**src/rtl/bounce_box_gen.sv**
```systemverilog
// bounce_box_gen
//   Draws a solid box that bounces around the visible area of a VGA frame,
//   plus a one-pixel white border around the screen edge. The box moves
//   once every FRAME_DIV frames, and its colour changes whenever it hits an
//   edge.
//
// Ports
//   clk_i        : single clock
//   reset_i      : asynchronous, active-low reset
//   pause_i      : high freezes position, direction, colour and frame count
//   row_i        : current scan row from the VGA driver
//   column_i     : current scan column from the VGA driver
//   rgb_o        : pixel colour {R,G,B}, combinational (zero latency)
//   frame_tick_o : one-clk pulse when the scan enters (0,0)
//   box_x_o      : left edge of the box (registered)
//   box_y_o      : top edge of the box (registered)
module bounce_box_gen #(
  parameter int H_ACTIVE  = 640,
  parameter int V_ACTIVE  = 480,
  parameter int BOX_SIZE  = 32,
  parameter int STEP      = 2,
  parameter int FRAME_DIV = 1
) (
  input  logic       clk_i,
  input  logic       reset_i,
  input  logic       pause_i,
  input  logic [8:0] row_i,
  input  logic [9:0] column_i,
  output logic [2:0] rgb_o,
  output logic       frame_tick_o,
  output logic [9:0] box_x_o,
  output logic [8:0] box_y_o
);

  // All position arithmetic is done at 11 bits so that sums never wrap.
  localparam logic [10:0] X_MAX    = 11'(H_ACTIVE - BOX_SIZE);
  localparam logic [10:0] Y_MAX    = 11'(V_ACTIVE - BOX_SIZE);
  localparam logic [10:0] STEP_W   = 11'(STEP);
  localparam logic [10:0] BOX_W    = 11'(BOX_SIZE);
  localparam logic [10:0] H_W      = 11'(H_ACTIVE);
  localparam logic [10:0] V_W      = 11'(V_ACTIVE);
  localparam logic [7:0]  DIV_LAST = 8'(FRAME_DIV - 1);

  typedef enum logic { X_RIGHT, X_LEFT } x_dir_e;
  typedef enum logic { Y_DOWN,  Y_UP   } y_dir_e;

  logic [8:0] row_q,    row_d;
  logic [9:0] col_q,    col_d;
  logic [7:0] cnt_q,    cnt_d;
  logic [9:0] box_x_q,  box_x_d;
  logic [8:0] box_y_q,  box_y_d;
  logic [2:0] colour_q, colour_d;
  x_dir_e     x_dir_q,  x_dir_d;
  y_dir_e     y_dir_q,  y_dir_d;

  logic        frame_tick;
  logic        move;
  logic        bounce_x, bounce_y;
  logic [10:0] x_ext, y_ext, c_ext, r_ext;

  function automatic logic [2:0] next_colour(input logic [2:0] c);
    case (c)
      3'b100:  next_colour = 3'b010;
      3'b010:  next_colour = 3'b001;
      3'b001:  next_colour = 3'b110;
      3'b110:  next_colour = 3'b011;
      3'b011:  next_colour = 3'b101;
      default: next_colour = 3'b100;
    endcase
  endfunction

  always_comb begin
    row_d    = row_i;
    col_d    = column_i;
    cnt_d    = cnt_q;
    box_x_d  = box_x_q;
    box_y_d  = box_y_q;
    colour_d = colour_q;
    x_dir_d  = x_dir_q;
    y_dir_d  = y_dir_q;
    move     = 1'b0;
    bounce_x = 1'b0;
    bounce_y = 1'b0;
    x_ext    = {1'b0, box_x_q};
    y_ext    = {2'b00, box_y_q};

    // Tick only on entry into (0,0): a held (0,0) sees a zero registered
    // value after the first clk and stays quiet.
    frame_tick = (row_i == '0) && (column_i == '0) &&
                 ((row_q != '0) || (col_q != '0));

    if (frame_tick && !pause_i) begin
      if (cnt_q == DIV_LAST) begin
        cnt_d = '0;
        move  = 1'b1;
      end else begin
        cnt_d = cnt_q + 8'd1;
      end
    end

    if (move) begin
      case (x_dir_q)
        X_RIGHT: begin
          if (x_ext + STEP_W >= X_MAX) begin
            box_x_d  = X_MAX[9:0];
            x_dir_d  = X_LEFT;
            bounce_x = 1'b1;
          end else begin
            box_x_d = 10'(x_ext + STEP_W);
          end
        end
        default: begin
          if (x_ext <= STEP_W) begin
            box_x_d  = '0;
            x_dir_d  = X_RIGHT;
            bounce_x = 1'b1;
          end else begin
            box_x_d = 10'(x_ext - STEP_W);
          end
        end
      endcase

      case (y_dir_q)
        Y_DOWN: begin
          if (y_ext + STEP_W >= Y_MAX) begin
            box_y_d  = Y_MAX[8:0];
            y_dir_d  = Y_UP;
            bounce_y = 1'b1;
          end else begin
            box_y_d = 9'(y_ext + STEP_W);
          end
        end
        default: begin
          if (y_ext <= STEP_W) begin
            box_y_d  = '0;
            y_dir_d  = Y_DOWN;
            bounce_y = 1'b1;
          end else begin
            box_y_d = 9'(y_ext - STEP_W);
          end
        end
      endcase

      // A corner hit bounces both axes but advances the colour only once.
      if (bounce_x || bounce_y) colour_d = next_colour(colour_q);
    end
  end

  always_ff @(posedge clk_i or negedge reset_i) begin
    if (!reset_i) begin
      row_q    <= '0;
      col_q    <= '0;
      cnt_q    <= '0;
      box_x_q  <= '0;
      box_y_q  <= '0;
      colour_q <= 3'b100;
      x_dir_q  <= X_RIGHT;
      y_dir_q  <= Y_DOWN;
    end else begin
      row_q    <= row_d;
      col_q    <= col_d;
      cnt_q    <= cnt_d;
      box_x_q  <= box_x_d;
      box_y_q  <= box_y_d;
      colour_q <= colour_d;
      x_dir_q  <= x_dir_d;
      y_dir_q  <= y_dir_d;
    end
  end

  // Pixel colour: off-screen black, then box, then white border, else black.
  always_comb begin
    c_ext = {1'b0, column_i};
    r_ext = {2'b00, row_i};
    if (c_ext >= H_W || r_ext >= V_W) begin
      rgb_o = 3'b000;
    end else if (c_ext >= x_ext && c_ext < x_ext + BOX_W &&
                 r_ext >= y_ext && r_ext < y_ext + BOX_W) begin
      rgb_o = colour_q;
    end else if (row_i == '0 || r_ext == V_W - 11'd1 ||
                 column_i == '0 || c_ext == H_W - 11'd1) begin
      rgb_o = 3'b111;
    end else begin
      rgb_o = 3'b000;
    end
  end

  assign frame_tick_o = frame_tick;
  assign box_x_o      = box_x_q;
  assign box_y_o      = box_y_q;

endmodule

```
**config.mk**
```make
export PLATFORM = sky130hd
export DESIGN_NAME = bounce_box_gen
export DESIGN_NICKNAME = d
export VERILOG_FILES = /design/src/rtl/bounce_box_gen.sv
export SDC_FILE = /design/constraint.sdc
export NUM_CORES = 1
export LEC_CHECK = 0
export ABC_AREA = 1
export CAP_MARGIN = 10
export CORE_UTILIZATION = 30
export DETAILED_ROUTE_END_ITERATION = 7
export PLACE_DENSITY = 0.44
export RECOVER_POWER = 25
export SETUP_SLACK_MARGIN = 0.4
export SLEW_MARGIN = 20
export SYNTH_ARGS = -nofsm -noshare
export SYNTH_HDL_FRONTEND = slang
export SYNTH_SLANG_ARGS = --single-unit
export TNS_END_PERCENT = 1
```
**constraint.sdc**
```tcl
create_clock -name clk_i -period 4.4 [get_ports clk_i]
set_input_delay 0.88 -clock clk_i [delete_from_list [all_inputs] [get_ports clk_i]]
set_output_delay 0.88 -clock clk_i [all_outputs]
set_load 0.02 [all_outputs]
```
==> results.sh <==
export IMPL_status="completed"
export IMPL_rows=40
export IMPL_die_h_um=115
export IMPL_initial_core_util=0.313
export IMPL_powerDensity_nw_per_um2=217
export IMPL_layout_common_cells="nand2_1 (113), nor2_1 (68), dfrtp_1 (48)"
export IMPL_grt_max_degree=33
export IMPL_fillers=1300
export IMPL_critPathKind="in2out"
export IMPL_num_antenna_cells=0
export IMPL_syn_inst=505
export IMPL_min_period_ns=3.94
export IMPL_p_leak_nw=2.22
export IMPL_die_area_sq_um=13200
export IMPL_final_hold_viol_count=0
export IMPL_setup_viol_count_final=0
export IMPL_endpoint_kind="output port"
export IMPL_rsz0062_at_grt="true"
export IMPL_overflow=0
export IMPL_clock_fmax_mhz=254
export IMPL_tns_ns=0
export IMPL_worst_slew_pin_slew_ns=1.01
export IMPL_ir_drop_mv=0.112
export IMPL_clk_path_buf_depth=2
export IMPL_cp_max_fo=4
export IMPL_final_common_cell="nand2_1"
export IMPL_drc=0
export IMPL_clkSlewWorstSetupHoldPaths_ns=0.06
export IMPL_vias_per_cell=4.67
export IMPL_design_area_sq_um=4570
export IMPL_ys_warn_count=0
export IMPL_drt_iter0_drc=183
export IMPL_min_period_over_period=0.895
export IMPL_arrival_ns=3.06
export IMPL_cts_hold_buf=0
export IMPL_placed_area_sq_um=4410
export IMPL_drive_gt1_frac=0.0876
export IMPL_wire_per_inst_um=14.1
export IMPL_grt_first_pass_wirelength_um=16500
export IMPL_antenna_found_initial=0
export IMPL_yosysUniqueCellTypes=41
export IMPL_postRouteWirelength_um=10100
export IMPL_cts_setup_buffers=0
export IMPL_hold_class="reg2reg"
export IMPL_vias=3344
export IMPL_nets=607
export IMPL_drv_slew=0
export IMPL_crit_required_ns=3.52
export IMPL_synthToLayoutAreaGrowth_pct=19.2
export IMPL_yosysSeqAreaShare=0.320
export IMPL_r2r_slack_ns=2.34
export IMPL_ios=45
export IMPL_synthesis_area_per_instance_sq_um=7.60
export IMPL_worstSetupStartpointType="input port"
export IMPL_ctsHtreeMaxLevel=2
export IMPL_cts_made_buffers=5
export IMPL_grt_pass1_vias=3246
export IMPL_io_buffers=42
export IMPL_netlist_area_sq_um=3840
export IMPL_cts_sinks=49
export IMPL_gp_congestion=0.853
export IMPL_dpl_hpwl_um=8010
export IMPL_dieWidth_um=115
export IMPL_final_util=0.373
export IMPL_fin_worst_skew_ns=0.0149
export IMPL_track_usage=0.165
export IMPL_slew_headroom=0.330
export IMPL_maxCapViolCount=0
export IMPL_cts_tree="yes"
export IMPL_antenna_left=0
export IMPL_core_area_sq_um=12300
export IMPL_clk_latency_ns=0.31
export IMPL_synth_ff_latch_count=49
export IMPL_cts_root_buf="clkbuf_16"
export IMPL_dr_pass1_iters=4
## critical path, stage by stage
cell and delay [ns]:
dlygate4sd3_1 0.61, ha_1 0.32, o21a_1 0.16, o21ai_0 0.16, nand2_1 0.09, nand2_1 0.07
nand2_1 0.05, nor2_1 0.10, nand3_2 0.12, nand2_1 0.08, nand2_1 0.08, nor2_1 0.10
dlymetal6s2s_1 0.23
## flip-flops by register name (all words and copies together) (netlist names)
| signal | cells |
|---|---|
| box_x_o | 9 |
| box_y_o | 8 |
| cnt_q | 8 |
| col_q | 10 |
| colour_q | 3 |
| row_q | 9 |
| x_dir_q | 1 |
| y_dir_q | 1 |
## area by class of cell
class	count	area, sq um	area share
inverter	46	174	0.0380
clock buffer	6	129	0.0282
timing repair buffer	47	452	0.0987
clock inverter	2	38.8	0.00848
sequential	49	1230	0.268
multi-input combinational	398	2340	0.512
tap	168	210	0.0460
## report_power, final
group | switching (W) | internal (W)
Clock | 0.000178 | 0.000270
Sequential | 0.00000224 | 0.000459
Combinational | 0.0000480 | 0.0000333
Total | 0.000229 | 0.000762
## repair_timing
| action | 4_1_cts | 5_1_grt |
|---|---|---|
| gates resized for setup | 1 | 4 |
| endpoints found under the setup margin | 3 | 3 |
| gates cloned | 0 | 0 |
## layer usage
metal  track usage  vias to the layer above  share of wire
met5             0                        -              0
met4        0.0597                        0          0.017
met3        0.0300                       12          0.037
met2         0.255                       60           0.44
met1         0.230                     1524           0.50
li1              -                     1748              -
## through the flow
stage	hold slack (ns)	total power (W)	setup WS [ns]	cells
6_report	0.494	0.000991	0.463	716
3_3_place_gp	0.475	0.000556	0.242	708
3_5_place_dp	0.481	0.000556	0.200	708
2_1_floorplan	0.459	0.000504	1.26	506
5_1_grt	0.517	0.00104	0.252	716
4_1_cts	0.496	0.00102	0.191	716
## worst paths after layout
check | depth (start not counted) | to | start
setup / recovery | 13 | rgb_o[2] | column_i[1]
hold / removal | 2 | colour_q[2]$_DFFE_PN1P_ | colour_q[2]$_DFFE_PN1P_
setup reg to reg | 8 | box_y_o[2]$_DFFE_PN0P_ | cnt_q[0]$_DFFE_PN0P_
hold reg to reg | 2 | colour_q[2]$_DFFE_PN1P_ | colour_q[2]$_DFFE_PN1P_
max in group asynchronous | 2 | colour_q[2]$_DFFE_PN1P_ | reset_i
min in group asynchronous | 1 | cnt_q[4]$_DFFE_PN0P_ | reset_i
## synthesized netlist by cell type, drive strengths merged
| master | number | share of area |
|---|---|---|
| buf | 12 | 0.024 |
| o21a | 5 | 0.0098 |
| nor4 | 5 | 0.012 |
| dfrtp | 48 | 0.31 |
| o2111ai | 1 | 0.0023 |
| o21bai | 2 | 0.0039 |
| or2 | 2 | 0.0033 |
| clkbuf | 1 | 0.00098 |
| dfstp | 1 | 0.0069 |
| o31ai | 1 | 0.0020 |
| nor2 | 76 | 0.081 |
| and2 | 2 | 0.0033 |
| ha | 38 | 0.12 |
| nand4 | 13 | 0.021 |
| o211ai | 1 | 0.0020 |
| conb | 1 | 0.00098 |
| a21boi | 8 | 0.022 |
| o21ai | 28 | 0.037 |
| o22ai | 2 | 0.0033 |
| a21oi | 20 | 0.026 |
| nand3 | 37 | 0.058 |
| inv | 45 | 0.044 |
| nand2 | 121 | 0.13 |
| nor3 | 7 | 0.0091 |
| xor2 | 22 | 0.050 |
| nand3b | 2 | 0.0039 |
| clkinv | 1 | 0.0013 |
| xnor2 | 3 | 0.0069 |
## logic make-up after synthesis
kind of cell,Yosys count,share of synthesized area
AOI/OAI and AO/OA,68,0.107
buffers and inverters,59,0.0701
and+or+nand+nor,265,0.321
DFF,49,0.320
xor gates and xnor gates,25,0.0571
adders and majority gates,38,0.124
other,1,0.000978
Note: power is estimated with default switching activity, not from simulation.
